$ cat config.mk
export PLATFORM = sky130hd
export DESIGN_NAME = vga_rect_fill
export DESIGN_NICKNAME = d
export VERILOG_FILES = /design/src/rtl/vga_rect_fill.sv
export SDC_FILE = /design/constraint.sdc
export NUM_CORES = 1
export LEC_CHECK = 0
export BUFFER_PORTS_ARGS = -buffer_cell sky130_fd_sc_hd__buf_4
export CAP_MARGIN = 10
export CORE_MARGIN = 5
export CORE_UTILIZATION = 57
export CTS_CLUSTER_DIAMETER = 30
export CTS_CLUSTER_SIZE = 40
export DETAILED_ROUTE_END_ITERATION = 6
export PLACE_DENSITY = 0.85
export SLEW_MARGIN = 20
export SYNTH_ARGS = -nofsm -noshare
export SYNTH_HDL_FRONTEND = slang
export SYNTH_SLANG_ARGS = --single-unit
export TNS_END_PERCENT = 100
$ cat constraint.sdc
create_clock -name clk50M -period 13.5 [get_ports clk50M]
set_clock_uncertainty 0.15 [all_clocks]
set_input_delay 2.7 -clock clk50M [delete_from_list [all_inputs] [get_ports clk50M]]
set_output_delay 2.7 -clock clk50M [all_outputs]
set_load 0.01 [all_outputs]
$ cat src/rtl/vga_rect_fill.sv
// ---------------------------------------------------------------------------
// vga_rect_fill
//
// Feeds the VGA driver's framebuffer write port. It accepts rectangle-fill
// commands and clips each one to the 400x300 half-resolution framebuffer.
// It then streams one pixel write per clock in raster order. A direct CPU
// pixel-write port is merged in and always wins over fill traffic.
//
// Ports:
//   clk50M        system clock
//   rst_n         asynchronous active-low reset
//   cmd_valid     fill command present
//   cmd_ready     command can be accepted (high only while idle)
//   cmd_x0/cmd_y0 rectangle top-left corner
//   cmd_w/cmd_h   rectangle size in pixels
//   cmd_color     RRRGGGBB fill colour
//   cpu_we        direct pixel write strobe
//   cpu_addr      direct write address
//   cpu_data      direct write data
//   write_addr    framebuffer write address (registered)
//   write_data    framebuffer write data (registered)
//   write_enable  framebuffer write strobe (registered)
//   busy          a command is in progress
//   done          one-cycle pulse when a command finishes
// ---------------------------------------------------------------------------
module vga_rect_fill #(
   parameter int ADDR_WIDTH  = 18,
   parameter int WIDTH_SHIFT = 9,
   parameter int FB_W        = 400,
   parameter int FB_H        = 300
) (
   input  logic                  clk50M,
   input  logic                  rst_n,
   input  logic                  cmd_valid,
   output logic                  cmd_ready,
   input  logic [8:0]            cmd_x0,
   input  logic [8:0]            cmd_y0,
   input  logic [8:0]            cmd_w,
   input  logic [8:0]            cmd_h,
   input  logic [7:0]            cmd_color,
   input  logic                  cpu_we,
   input  logic [ADDR_WIDTH-1:0] cpu_addr,
   input  logic [7:0]            cpu_data,
   output logic [ADDR_WIDTH-1:0] write_addr,
   output logic [7:0]            write_data,
   output logic                  write_enable,
   output logic                  busy,
   output logic                  done
);

   typedef enum logic [1:0] {
      IDLE,
      CLIP,
      FILL
   } state_t;

   state_t state;
   state_t next_state;

   logic [8:0]            lat_x0;
   logic [8:0]            lat_y0;
   logic [8:0]            lat_w;
   logic [8:0]            lat_h;
   logic [7:0]            lat_color;
   logic [8:0]            cur_x;
   logic [8:0]            cur_y;
   logic [9:0]            x_last;
   logic [9:0]            y_last;

   logic                  cmd_empty;
   logic [9:0]            room_x;
   logic [9:0]            room_y;
   logic [9:0]            wc;
   logic [9:0]            hc;
   logic [9:0]            x_last_calc;
   logic [9:0]            y_last_calc;
   logic                  at_row_end;
   logic                  at_last_pixel;
   logic [ADDR_WIDTH-1:0] fill_addr;

   // Clipping is done in 10 bits so that x0+w and FB_W-x0 cannot overflow.
   // room_x/room_y only have meaning when the command is non-empty, which
   // is the only case in which they are used.
   assign cmd_empty   = ({1'b0, lat_x0} >= 10'(FB_W)) ||
                        ({1'b0, lat_y0} >= 10'(FB_H)) ||
                        (lat_w == 9'd0) || (lat_h == 9'd0);
   assign room_x      = 10'(FB_W) - {1'b0, lat_x0};
   assign room_y      = 10'(FB_H) - {1'b0, lat_y0};
   assign wc          = ({1'b0, lat_w} < room_x) ? {1'b0, lat_w} : room_x;
   assign hc          = ({1'b0, lat_h} < room_y) ? {1'b0, lat_h} : room_y;
   assign x_last_calc = {1'b0, lat_x0} + wc - 10'd1;
   assign y_last_calc = {1'b0, lat_y0} + hc - 10'd1;

   // Scan position relative to the clipped rectangle's far corner.
   assign at_row_end    = ({1'b0, cur_x} == x_last);
   assign at_last_pixel = at_row_end && ({1'b0, cur_y} == y_last);

   // The row stride is a power of two, so the address is a concatenation plus x.
   assign fill_addr = ADDR_WIDTH'({cur_y, {WIDTH_SHIFT{1'b0}}}) + ADDR_WIDTH'(cur_x);

   assign cmd_ready = (state == IDLE);
   assign busy      = (state != IDLE);

   // State register. An in-flight fill is simply dropped by reset.
   always_ff @(posedge clk50M or negedge rst_n) begin
      if (!rst_n) begin
         state <= IDLE;
      end else begin
         state <= next_state;
      end
   end

   // Next-state logic. In FILL, the last pixel only counts once it has
   // actually been issued. A CPU write in that cycle stalls the fill, so
   // the FSM stays in FILL.
   always_comb begin
      next_state = state;
      case (state)
         IDLE: begin
            if (cmd_valid) begin
               next_state = CLIP;
            end
         end
         CLIP: begin
            next_state = cmd_empty ? IDLE : FILL;
         end
         FILL: begin
            if (!cpu_we && at_last_pixel) begin
               next_state = IDLE;
            end
         end
         default: begin
            next_state = IDLE;
         end
      endcase
   end

   // Datapath: command latch, scan counters and the registered write port.
   // The CPU write is applied last, so it overrides any fill pixel. The fill
   // branch also refuses to issue or advance while cpu_we is high, so a
   // stalled pixel is retried rather than lost.
   always_ff @(posedge clk50M or negedge rst_n) begin
      if (!rst_n) begin
         lat_x0       <= '0;
         lat_y0       <= '0;
         lat_w        <= '0;
         lat_h        <= '0;
         lat_color    <= '0;
         cur_x        <= '0;
         cur_y        <= '0;
         x_last       <= '0;
         y_last       <= '0;
         write_addr   <= '0;
         write_data   <= '0;
         write_enable <= 1'b0;
         done         <= 1'b0;
      end else begin
         write_enable <= 1'b0;
         done         <= 1'b0;
         case (state)
            IDLE: begin
               if (cmd_valid) begin
                  lat_x0    <= cmd_x0;
                  lat_y0    <= cmd_y0;
                  lat_w     <= cmd_w;
                  lat_h     <= cmd_h;
                  lat_color <= cmd_color;
               end
            end
            CLIP: begin
               if (cmd_empty) begin
                  done <= 1'b1;
               end else begin
                  cur_x  <= lat_x0;
                  cur_y  <= lat_y0;
                  x_last <= x_last_calc;
                  y_last <= y_last_calc;
               end
            end
            FILL: begin
               if (!cpu_we) begin
                  write_addr   <= fill_addr;
                  write_data   <= lat_color;
                  write_enable <= 1'b1;
                  if (at_last_pixel) begin
                     done <= 1'b1;
                  end
                  if (at_row_end) begin
                     cur_x <= lat_x0;
                     cur_y <= cur_y + 9'd1;
                  end else begin
                     cur_x <= cur_x + 9'd1;
                  end
               end
            end
            default: begin
            end
         endcase
         if (cpu_we) begin
            write_addr   <= cpu_addr;
            write_data   <= cpu_data;
            write_enable <= 1'b1;
         end
      end
   end

endmodule
# After elaboration in Yosys (flattened, before gate mapping)
# Cells that the tools add are included.
# W data, S select, Z words.
[word_totals] latchBits=0 mem_bits_rw=0 register_bits=112 mem_bits_ro=0 in_bits=74 memories=0
[classes] shift=0 order_cmp=4 n_mul=0 bitwise_logic=1 reduce_logical=17 n_div=0 muxes=24 eq_ne=9 n_addsub=9
[ops] op="$mux W9" n=6
[ops] op="$mux W18" n=2
[ops] op="$pmux W9 S2" n=2
[ops] op="$add A9 B10 Y10" n=2
[ops] op="$eq A9 B10 Y1" n=2
[ops] op="$lt A9 B10 Y1" n=2
[ops] op="$mux W10" n=2
[ops] op="$sub A10 B1 Y10 const B" n=2
[ops] op="$sub A9 B9 Y10 const A" n=2
[ops] op="$add A18 B9 Y18" n=1
[ops] op="$add A9 B1 Y9 const B" n=2
[ops] op="$ge A9 B9 Y1 const B" n=2
[ops] op="$logic_not A9 Y1" n=2
[ops] op="$mux W8" n=2
[ops] op="$ne A2 B2 Y1 const B" n=5
[ops] op="$mux W2" n=3
[ops] op="$pmux W2 S3" n=1
[ops] op="$reduce_and A2 Y1" n=3
[ops] op="$reduce_bool A2 Y1" n=3
[ops] op="$mux W1" n=5
[ops] op="$reduce_and A4 Y1" n=1
[ops] op="$logic_or A1 B1 Y1" n=3
[ops] op="$reduce_and A3 Y1" n=1
[ops] op="$eq A2 B1 Y1 const B" n=1
[ops] op="other kinds (6)" n=7

# Logic depth before layout (Yosys ltp)
[logic_depth] word_depth=6 depth_mapped=23

# Worst setup path after synthesis
# Ideal clock, no wire load.
[synth_timing] path_type="reg-to-reg" startpoint="register lat_x0[0]" endpoint="register x_last[9]" period_less_slack_ns=4.520 path_stages_with_launch=19 n_path_buf=0 setup_time_ns=0.132 arrival_ns=4.238 setup_slack_ns=8.980 cell_sequence="dfrtp_1 > nor3_1 > a21o_1 > nand3_1 > xnor2_1 > ha_1 > nand4_1 > o31a_1 > a311oi_4 > mux2_2 > ha_1 > inv_1 > fa_1 > a21oi_1 > o211ai_1 > nor3_1 > o21bai_1 > xnor2_1 > o21ai_1"
[synth_between] elab_chain_cells=6 elab_cells_between_ends=11
[synth_lines] element="start, declared" line_no="60" source="logic [8:0] lat_x0;"
[synth_lines] element="start signal, assigned" line_no="163" source="lat_x0 <= cmd_x0;"
[synth_lines] element="parallel branches: the longest is 6 deep, another holds $sub A9 B9 Y10"
[synth_lines] element="end signal, assigned" line_no="176" source="x_last <= x_last_calc;"
[synth_lines] element="end, declared" line_no="67" source="logic [9:0] x_last;"
# Parallel ways; which one is timed is not known.
# A chain may end at the register's enable or synchronous reset.

# Worst setup path after layout
[layout_timing] startpoint="register lat_y0[0]" endpoint="register y_last[9]"
[layout_between] elab_chain_cells=6 elab_cells_between_ends=11
[layout_lines] element="start, declared" line_no="61" source="logic [8:0] lat_y0;"
[layout_lines] element="start signal, assigned" line_no="164" source="lat_y0 <= cmd_y0;"
[layout_lines] element="parallel branches: the longest is 6 deep, another holds $sub A9 B9 Y10"
[layout_lines] element="end signal, assigned" line_no="177" source="y_last <= y_last_calc;"
[layout_lines] element="end, declared" line_no="68" source="logic [9:0] y_last;"
# Parallel ways; which one is timed is not known.

==> flow_metrics.tcl <==
set metrics [dict create \
    dieArea_sq_mm 0.0146 \
    syn_avg_cell_area_sq_um 9.78 \
    area_growth_syn_to_layout_pct 17.6 \
    yosys_warnings 0 \
    r2r_start "lat_y0[0]$_DFFE_PN0P_" \
    ios 104 \
    wl_met1_microns 7430 \
    design_area_sq_mm 0.00826 \
    ant_nets 0 \
    globalplace.congestion 1.01 \
    first_iter_violations 498 \
    synth_compound_area_share_pct 14.0 \
    post-route-min-period_ns 5.24 \
    drc 0 \
    layout.nets 941 \
    cts_tree "done" \
    initial_utilization_pct 58.2 \
    syn_inst 718 \
    fin_cells 981 \
    post_cts_buffers 0 \
    synth_seq_area_share_pct 39.9 \
    synthAdderAreaFrac_pct 10.7 \
    portBuffers 103 \
    crit_path_start "lat_y0[0]$_DFFE_PN0P_" \
    drv_cap 0 \
    cts_buffers 9 \
    routed-via-count 5808 \
    worstPathRequired_ns 13.58 \
    worst_slew_pin_slew_ns 1.09 \
    clock_sinks 112 \
    dr.pass1.iters 6 \
    synth_cell_types 50 \
    dp_cells 965 \
    ys_ff_latch 112 \
    hold_path_depth 2 \
    crit_path_start_kind "register" \
    drive_above_1_share_pct 23.0 \
    max_freq_mhz 191 \
    grt_pass1_wl_microns 28300 \
    clockBufferDepth 2 \
    slew-limit-headroom_pct 27.0 \
    fin_tns_setup_ns 0 \
    dp_hpwl_microns 12800 \
    min_path_type "register to register" \
    rsz0062_at_grt "false" \
    grt_max_degree 74 \
    synth_top_family_by_area "multiplexers" \
    root_buffer "clkbuf_16" \
    top_layer "met4" \
    min_from "y_last[9]$_DFFE_PN0P_" \
    wl_met2_microns 7630 \
    status "completed" \
    grt_overflow 0 \
    finalSetupViolCount 0 \
    whs_ns 0.342 \
    synthArstFlopShare_pct 100 \
    cts.repair.resized 0 \
    synth_edf_count 0 \
    synthesis.area_sq_mm 0.00702 \
    synth_ff_type "dfrtp_1" \
    mappedNetlistNets 851 \
    cp_max_fo 11 \
    insertedDiodeCount 0 \
    criticalPathCategory "register to register" \
    wire_per_inst_microns 17.3 \
    grt_pass1_vias 5752 \
    fin_crit_sh_pct 38.8 \
    critPathCaptureType "register" \
    met3_length_microns 1570 \
    muxShareOfSynthArea_pct 14.4 \
    wirelength_microns 17000 \
    core_sq_mm 0.0121 \
    die_x_microns 121 \
    gr-usage-all-layers_pct 24.0 \
    h-tree-depth 3 \
    path_clk_slew_ns 0.07 \
    cts_hold_buf 0 \
    num_rows 40 \
    vias_per_cell 5.92 \
    antenna_found_initial 0 \
    synthXorXnorAreaFrac_pct 5.49 \
    synth-simple-area-share_pct 10.1 \
    cp_data_arrival_time_ns 5.32 \
    die_y_microns 121 \
    placedInstanceArea_sq_mm 0.00793 \
    rr_worst_depth 21 \
    drv_slew 0 \
    clock_latency_ns 0.36 \
    hold_viol 0 \
]
state kept, by name, indices dropped and copies added (netlist names):
register / flops
cur_x: 9
cur_y: 9
done: 1
lat_color: 8
lat_h: 9
lat_w: 9
lat_x0: 9
lat_y0: 9
state: 2
write_addr: 18
write_data: 8
write_enable: 1
x_last: 10
y_last: 10
worst paths after layout:
check                                            to  slack, ns
hold reg to reg               y_last[9]$_DFFE_PN0P_       0.34
min in group asynchronous  lat_color[5]$_DFFE_PN0P_       2.15
setup reg to reg              y_last[9]$_DFFE_PN0P_       8.26
hold / removal                y_last[9]$_DFFE_PN0P_       0.34
setup / recovery              y_last[9]$_DFFE_PN0P_       8.26
max in group asynchronous      lat_w[5]$_DFFE_PN0P_       9.78
placed cells by master (no fill, tap or decap), types with 6 or more instances in the layout:
cell and n:
nor2_1 27, o31ai_1 8, buf_4 106, nand2_1 67, clkbuf_16 9, nand3_1 22
nor3_1 7, o2bb2ai_1 7, mux2_2 53, inv_1 71, o21bai_1 6, ha_1 56
dfrtp_1 112, xnor2_1 31, nor4_1 6, a21oi_1 34, o21ai_0 35, xor2_1 13
and3_1 8, o21ai_1 24, mux2i_1 37
worst max-delay path, cell delays in order, from the launching register on:
cell and delay [ns]:
dfrtp_1 0.49, inv_1 0.11, ha_1 0.24, nor3_1 0.29, o21ai_0 0.21, xnor2_1 0.28, ha_1 0.20, a21o_1 0.11
a21oi_1 0.08, a21oi_1 0.61, nand2_1 0.30, mux2i_1 0.20, ha_1 0.28, inv_1 0.04, ha_1 0.22, fa_1 0.43
a21oi_1 0.23, o211ai_1 0.14, nor3_1 0.14, o21bai_1 0.12, xnor2_1 0.16, o21ai_1 0.07
Yosys cell counts (all sizes together) (3+ instances only):
library cell  instances  area (sq um)
mux2                 57           642
nand3                22           110
o21a                  3          22.5
inv                  71           267
clkbuf               22          82.6
nand4                 3          18.8
nor2b                 3          18.8
o2bb2ai               7          61.3
mux2i                37           370
nor2                 27           101
a31oi                 3          18.8
xor2                 13           114
o31ai                 8          60.1
o21bai                6          45.0
or3                   4          25.0
a21o                  5          37.5
a211oi                3          22.5
nand2                68           255
xnor2                31           272
o211ai                5          37.5
ha                   57           713
o21ai                59           295
and3                  8          50.1
dfrtp               112          2800
a21oi                34           170
nor3                  7          35.0
o22ai                 3          18.8
nor4                  8          62.6
a31o                  5          43.8
buf                   5          22.5
routing by layer:
layer / GRT usage, % / up-vias
met5: 0 / -
met3: 4.38 / 39
met2: 37.8 / 308
met1: 33.6 / 2767
met4: 7.65 / 0
li1: - / 2694
final cells by class:
cell class / count / area (sq um)
flip-flops and latches: 112 / 2800
inverters: 72 / 270
repair buffers: 106 / 796
well taps: 168 / 210
multi-input cells: 507 / 3850
fillers: 908 / 3810
clock inverters: 3 / 47.5
clock buffers: 13 / 280
kinds of logic after synthesis:
group,after synthesis
fa+ha+maj,59
buf+inv,99
flops,112
compound gates,156
mux,94
simple gates,154
xor+xnor,44
stage by stage:
step / utilization [%] / worst slack [ns]
2_1_floorplan: - / 8.98
3_3_place_gp: 65.7 / 8.74
3_5_place_dp: 65.7 / 8.39
4_1_cts: 68.4 / 8.37
5_1_grt: 68.4 / 7.96
6_report: 68.4 / 8.26
Power is not shown: default switching activity piles up to over one toggle a cycle in this logic, so the estimate is an artifact.
